--- src/rtl/spi_pkg.sv ---
// rtl/spi_pkg.sv - shared types and defaults for the SPI transfer scheduler
// Contents:
//   SPI_BITS_SIZE / SPI_SLAVE_NUM  default word width and slave count
//   spi_xfer_state_t               scheduler FSM states
//   spi_rsp_t                      response entry {data, slave, err} at default widths
package spi_pkg;

  localparam int SPI_BITS_SIZE = 8;
  localparam int SPI_SLAVE_NUM = 4;

  typedef enum logic [1:0] {
    IDLE  = 2'd0,
    START = 2'd1,
    WAIT  = 2'd2,
    PUSH  = 2'd3
  } spi_xfer_state_t;

  typedef struct packed {
    logic [SPI_BITS_SIZE-1:0]         data;
    logic [$clog2(SPI_SLAVE_NUM)-1:0] slave;
    logic                             err;
  } spi_rsp_t;

endpackage

--- src/rtl/spi_sync_fifo.sv ---
// rtl/spi_sync_fifo.sv - single-clock FIFO with wrap-bit pointers
// Ports:
//   clk, reset_n     clock, asynchronous active-low reset
//   push, push_data  write strobe and data (ignored while full)
//   pop              read strobe (ignored while empty)
//   head             entry at the read pointer, combinational
//   full, empty      occupancy flags decoded from the pointers
module spi_sync_fifo #(
  parameter int WIDTH = 8,
  parameter int DEPTH = 4
) (
  input  logic             clk,
  input  logic             reset_n,
  input  logic             push,
  input  logic [WIDTH-1:0] push_data,
  input  logic             pop,
  output logic [WIDTH-1:0] head,
  output logic             full,
  output logic             empty
);

  localparam int AW = $clog2(DEPTH);
  localparam logic [AW:0] PTR_ONE = (AW+1)'(1);

  logic [AW:0]      wr_ptr;
  logic [AW:0]      rd_ptr;
  logic [WIDTH-1:0] mem [DEPTH];

  // Extra MSB distinguishes full from empty when the indices coincide.
  assign empty = (wr_ptr == rd_ptr);
  assign full  = (wr_ptr[AW-1:0] == rd_ptr[AW-1:0]) && (wr_ptr[AW] != rd_ptr[AW]);
  assign head  = mem[rd_ptr[AW-1:0]];

  always_ff @(posedge clk or negedge reset_n) begin
    if (!reset_n) begin
      wr_ptr <= '0;
      rd_ptr <= '0;
      for (int i = 0; i < DEPTH; i++) begin
        mem[i] <= '0;
      end
    end else begin
      if (push && !full) begin
        mem[wr_ptr[AW-1:0]] <= push_data;
        wr_ptr              <= wr_ptr + PTR_ONE;
      end
      if (pop && !empty) begin
        rd_ptr <= rd_ptr + PTR_ONE;
      end
    end
  end

endmodule

--- src/rtl/spi_xfer_queue.sv ---
// rtl/spi_xfer_queue.sv - request/response scheduler in front of the SPI master
// Optional feature macro: SPI_XFER_TIMEOUT_EN (WAIT watchdog, err-flagged responses)
// Ports:
//   clk, reset_n                          clock, asynchronous active-low reset
//   req_valid/req_ready/req_data/req_slave  request push interface
//   rsp_valid/rsp_ready/rsp_data/rsp_slave/rsp_err  response pop interface
//   master_data_in, master_slave_sel, tx_start      issue side to the SPI master
//   master_rx_done, master_data_out                 completion side from the SPI master
//   busy                                  FSM not in IDLE
module spi_xfer_queue
  import spi_pkg::*;
#(
  parameter int  BITS_SIZE      = SPI_BITS_SIZE,
  parameter int  DEPTH          = 4,
  parameter int  SLAVE_NUM      = SPI_SLAVE_NUM,
  parameter int  TIMEOUT_CYCLES = 1024,
  localparam int SW             = $clog2(SLAVE_NUM)
) (
  input  logic                 clk,
  input  logic                 reset_n,
  input  logic                 req_valid,
  output logic                 req_ready,
  input  logic [BITS_SIZE-1:0] req_data,
  input  logic [SW-1:0]        req_slave,
  output logic                 rsp_valid,
  input  logic                 rsp_ready,
  output logic [BITS_SIZE-1:0] rsp_data,
  output logic [SW-1:0]        rsp_slave,
  output logic                 rsp_err,
  output logic [BITS_SIZE-1:0] master_data_in,
  output logic [SW-1:0]        master_slave_sel,
  output logic                 tx_start,
  input  logic                 master_rx_done,
  input  logic [BITS_SIZE-1:0] master_data_out,
  output logic                 busy
);

  localparam int REQ_W = BITS_SIZE + SW;
`ifdef SPI_XFER_TIMEOUT_EN
  localparam int RSP_W = BITS_SIZE + SW + 1;
  localparam int TMO_W = $clog2(TIMEOUT_CYCLES + 1);
`else
  localparam int RSP_W = BITS_SIZE + SW;
`endif

  spi_xfer_state_t state_q, state_d;

  logic             req_full, req_empty;
  logic [REQ_W-1:0] req_head;
  logic             rsp_full, rsp_empty;
  logic [RSP_W-1:0] rsp_head;
  logic [RSP_W-1:0] rsp_push_data;
  logic [BITS_SIZE-1:0] rsp_data_q;
  logic             issue;
  logic             timeout_hit;

  // Issue only when the response has a guaranteed slot, so PUSH never stalls.
  assign issue     = (state_q == IDLE) && !req_empty && !rsp_full;
  assign req_ready = !req_full;
  assign rsp_valid = !rsp_empty;

`ifdef SPI_XFER_TIMEOUT_EN
  logic [TMO_W-1:0] tmo_cnt;
  logic             rsp_err_q;

  // Fires in the last allowed WAIT cycle; rx_done in that same cycle still wins.
  assign timeout_hit   = (tmo_cnt == TMO_W'(TIMEOUT_CYCLES - 1));
  assign rsp_push_data = {rsp_data_q, master_slave_sel, rsp_err_q};
  assign {rsp_data, rsp_slave, rsp_err} = rsp_head;
`else
  logic unused_timeout;

  assign unused_timeout = (TIMEOUT_CYCLES == 0);
  assign timeout_hit    = 1'b0;
  assign rsp_push_data  = {rsp_data_q, master_slave_sel};
  assign {rsp_data, rsp_slave} = rsp_head;
  assign rsp_err        = 1'b0;
`endif

  spi_sync_fifo #(.WIDTH(REQ_W), .DEPTH(DEPTH)) u_req_fifo (
    .clk       (clk),
    .reset_n   (reset_n),
    .push      (req_valid && req_ready),
    .push_data ({req_data, req_slave}),
    .pop       (issue),
    .head      (req_head),
    .full      (req_full),
    .empty     (req_empty)
  );

  spi_sync_fifo #(.WIDTH(RSP_W), .DEPTH(DEPTH)) u_rsp_fifo (
    .clk       (clk),
    .reset_n   (reset_n),
    .push      (state_q == PUSH),
    .push_data (rsp_push_data),
    .pop       (rsp_valid && rsp_ready),
    .head      (rsp_head),
    .full      (rsp_full),
    .empty     (rsp_empty)
  );

  always_comb begin
    state_d = state_q;
    unique case (state_q)
      IDLE:    if (issue) state_d = START;
      START:   state_d = WAIT;
      WAIT:    if (master_rx_done || timeout_hit) state_d = PUSH;
      PUSH:    state_d = IDLE;
      default: state_d = IDLE;
    endcase
  end

  always_ff @(posedge clk or negedge reset_n) begin
    if (!reset_n) begin
      state_q          <= IDLE;
      tx_start         <= 1'b0;
      busy             <= 1'b0;
      master_data_in   <= '0;
      master_slave_sel <= '0;
      rsp_data_q       <= '0;
`ifdef SPI_XFER_TIMEOUT_EN
      rsp_err_q        <= 1'b0;
      tmo_cnt          <= '0;
`endif
    end else begin
      state_q  <= state_d;
      // Registered outputs are derived from the next state so they line up with it.
      tx_start <= (state_d == START);
      busy     <= (state_d != IDLE);
      if (issue) begin
        {master_data_in, master_slave_sel} <= req_head;
      end
      if (state_q == WAIT) begin
        if (master_rx_done) begin
          rsp_data_q <= master_data_out;
`ifdef SPI_XFER_TIMEOUT_EN
          rsp_err_q  <= 1'b0;
        end else if (timeout_hit) begin
          rsp_data_q <= '0;
          rsp_err_q  <= 1'b1;
`endif
        end
      end
`ifdef SPI_XFER_TIMEOUT_EN
      if (state_q == START) begin
        tmo_cnt <= '0;
      end else if (state_q == WAIT) begin
        tmo_cnt <= tmo_cnt + TMO_W'(1);
      end
`endif
    end
  end

endmodule

--- config.mk ---
export PLATFORM = sky130hd
export DESIGN_NAME = spi_xfer_queue
export DESIGN_NICKNAME = d
export VERILOG_FILES = /design/src/rtl/spi_pkg.sv /design/src/rtl/spi_sync_fifo.sv /design/src/rtl/spi_xfer_queue.sv
export SDC_FILE = /design/constraint.sdc
export NUM_CORES = 1
export LEC_CHECK = 0
export ABC_AREA = 1
export BUFFER_PORTS_ARGS = -buffer_cell sky130_fd_sc_hd__buf_2
export CORE_AREA = 10 10 139 141
export DETAILED_ROUTE_END_ITERATION = 10
export DIE_AREA = 0 0 149 151
export PLACE_DENSITY = 0.52
export SLEW_MARGIN = 10
export SYNTH_ARGS = -nofsm -noshare
export SYNTH_HDL_FRONTEND = slang
export SYNTH_HIERARCHICAL = 1
export SYNTH_SLANG_ARGS = --single-unit
--- constraint.sdc ---
create_clock -name clk -period 2.7 [get_ports clk]
set_input_delay 0 -clock clk [delete_from_list [all_inputs] [get_ports clk]]
set_output_delay 0 -clock clk [all_outputs]
set_load 0.005 [all_outputs]
==> summary.txt <==
Clock tree
  – Clock sink count: 114
  – Total number of H-tree levels: 4
  – Clock latency on the worst-skew pair: 410 ps
  – Clock Path Buffers: 2
  – Clock tree from TritonCTS: yes
  – Root Driver: sky130_fd_sc_hd__clkbuf_16
  – Clock Pin Slew Worst Setup and Hold Paths: 60 ps
  – Total CTS buffers: 17
  – Setup bufs post-CTS: 0

Final layout
  – Final core utilization: 42.4%
  – Layout overhead on the synthesized area: 23.0%
  – Final Net Count: 781
  – Most common cell after layout, fill and taps aside: sky130_fd_sc_hd__nand2_1
  – Share of layout cells above drive strength 1: 14.9%
  – Antenna cell count: 0
  – Highest-count cells in the layout ignoring fill and taps: 255 x sky130_fd_sc_hd__nand2_1, 114 x sky130_fd_sc_hd__dfrtp_1, 82 x sky130_fd_sc_hd__nand4_1, 45 x sky130_fd_sc_hd__buf_2, 42 x sky130_fd_sc_hd__nor2_1

Drt
  – Routed vias: 4933
  – Total iterations of the first detailed-routing run: 5
  – Detail-routed net length per standard cell: 16.2 microns
  – Vias/cell: 5.05
  – Routed Antenna Nets: 0
  – Post-detailed-routing wire length: 15800 microns
  – First-iteration detailed-routing DRC count: 294
  – Number of remaining DRC errors: 0

Floorplanning
  – Starting utilization of the core area: 34.5%
  – IO Pins: 48
  – Number of rows created at floorplan: 47
  – Die outline width: 149 microns
  – Height of the die: 151 microns
  – Die Area: 22500 sq um
  – Area of the core region: 16500 sq um

Power and ir drop
  – Leakage power: 3.60 nW
  – Maximum ir drop on the vdd rail: 719 uV
  – Power density over the cells: 1320 nW/um^2

STA
  – Fmax achieved: 541 MHz
  – Post-Route Setup TNS: 0 ps
  – Relative max-transition margin: 60.2%
  – Slew @ Worst Pin: 597 ps
  – Final Max Slew Viols: 0
  – Total count of hold-check failures in the final report: 0
  – Fraction of the cycle the final worst path needs: 68.4%
  – Min cycle time layout: 1850 ps
  – Setup violators final: 0
  – Setup repair after global routing missed its margin: false
  – Worst setup skew after layout: 6.01 ps

Placed design
  – RePlAce Congestion: 0.817
  – HPWL reported at the end of detailed placement: 10400 microns
  – IO Port Bufs: 46

Global routing
  – Routing usage on met3: 3.28%
  – Most congested layer reported by global routing: met2
  – Number of global-route vias before repair: 5041
  – GR Layer Usage met2: 25.0%
  – Global-route wire length before repair: 25900 microns
  – Global Route met1 Usage: 17.3%
  – Maximum number of pins on one net before global-route repair: 56
  – Total routing resource utilization after global routing: 14.4%
  – Remaining global-route overflow: 0
  – Antenna violations before repair: 0

Job
  – Number of max-cap violations: 0

Min path
  – Hold wc startpoint: master_rx_done
  – Hold path cells: 3
  – Sink of the worst hold path: rsp_data_q[2]
  – HP Class: in2reg

Critical path
  – Worst reg-to-reg path cell count: 9
  – Origin of the critical flop-to-flop path: u_req_fifo/rd_ptr[1]
  – Data required time of the worst path: 3000 ps
  – CP Class: reg2reg
  – Critical path endpoint category: flop
  – Startpoint type of the worst setup path: flop
  – Critical Path Fanout Max: 48
  – Arrival time at the worst endpoint: 2150 ps
  – Endpoint of the lowest-slack register-to-register path: u_req_fifo/wr_ptr[2]
  – Worst-case register-to-register setup slack: 850 ps

Synthesis
  – Average cell area after synthesis: 8.33 sq um
  – Sequential area share after synthesis: 50.2%
  – Synth unique cells: 23
  – Post-synthesis sequential element count: 114
  – Cell count after synthesis: 682
  – Synthesized netlist net count: 719
  – Cell Area, Synth: 5680 sq um
  – Warning count from the yosys run: 6

Status
  – Outcome: finished, final reports clean
registers in the layout, summed over array words and instances (netlist names):
| register | cells |
|---|---|
| rsp_data_q | 8 |
| busy | 1 |
| tx_start | 1 |
| u_req_fifo/mem | 40 |
| u_rsp_fifo/rd_ptr | 3 |
| u_req_fifo/wr_ptr | 3 |
| master_slave_sel | 2 |
| u_req_fifo/rd_ptr | 3 |
| master_data_in | 8 |
| u_rsp_fifo/mem | 40 |
| u_rsp_fifo/wr_ptr | 3 |
| state_q | 2 |
metal layers:
metal | vias up | part of all wire [%]
met2 | 104 | 51
met5 | - | 0
li1 | 2412 | -
met3 | 9 | 3.8
met1 | 2408 | 44
met4 | 0 | 0.88
synth_stat cells (all sizes together):
library cell	instances	area [sq um]
nand4	82	513
nand2	258	981
o21ai	40	200
dfrtp	114	2850
o22ai	20	125
buf	32	230
clkbuf	15	56.3
xor2	2	17.5
inv	28	105
conb	1	3.75
nand3	31	245
nor2	45	174
ha	14	175
final cells by class:
cell class	instances	area, sq um
fillers	1668	9480
flip-flops and latches	114	2850
multi-input cells	493	2440
repair buffers	90	668
clock buffers	20	457
well taps	220	275
clock inverters	11	184
inverters	28	105
worst max-delay path: stages, from the launching register on:
cell and delay [ps]:
sky130_fd_sc_hd__dfrtp_1 350, sky130_fd_sc_hd__inv_1 190, sky130_fd_sc_hd__nand2_1 110, sky130_fd_sc_hd__nand2_1 80, sky130_fd_sc_hd__nand3_2 80, sky130_fd_sc_hd__buf_4 430
sky130_fd_sc_hd__nand3_1 130, sky130_fd_sc_hd__buf_4 220, sky130_fd_sc_hd__nand2_1 70, sky130_fd_sc_hd__nand2_1 50
repair_timing:
| item | 4_1_cts | 5_1_grt |
|---|---|---|
| setup endpoints to repair | 0 | 0 |
| hold endpoints to repair | 88 | 0 |
| hold buffers | 27 | 0 |
| gates resized for setup | 0 | 0 |
worst max-delay path by stage:
stage	start	cells past startpoint	slack, ps	endpoint
after floorplan	u_req_fifo/wr_ptr[1]	12	870	u_req_fifo/mem[20]
after global placement	u_req_fifo/rd_ptr[1]	11	930	busy
after detailed placement	u_req_fifo/rd_ptr[1]	10	890	u_req_fifo/wr_ptr[2]
after CTS	u_req_fifo/rd_ptr[1]	10	850	u_req_fifo/wr_ptr[2]
after global routing	u_rsp_fifo/rd_ptr[0]	7	680	rsp_valid
final	u_req_fifo/rd_ptr[1]	9	850	u_req_fifo/wr_ptr[2]
power breakdown:
part / switching, mW / internal (mW) / total [mW]
clock: 0.783 / 1.67 / 2.45
combinational: 2.39 / 1.30 / 3.69
sequential: 0.593 / 2.49 / 3.08
cell families (layout without fill, tap and decap cells):
kind of cell | Yosys count | count (layout) | share of synthesized area [%]
simple gates | 416 | 416 | 33.7
flops | 114 | 114 | 50.2
buf+inv | 75 | 149 | 6.90
compound gates | 60 | 60 | 5.73
fa+ha+maj | 14 | 14 | 3.08
xor+xnor | 2 | 2 | 0.308
other cells | 1 | 1 | 0.0660
metrics by stage:
step	setup slack [ps]	area (sq um)	power, mW	hold WS, ps	std cells
global placement	928	6070	6.67	18.1	918
finish	853	6980	9.22	35.0	976
CTS	851	6980	9.31	45.3	976
floorplan	868	5680	5.60	-296	682
detailed placement	886	6070	6.77	19.8	918
global route	678	6980	9.96	71.3	976
No activity file was read; power rests on OpenSTA's default activity.
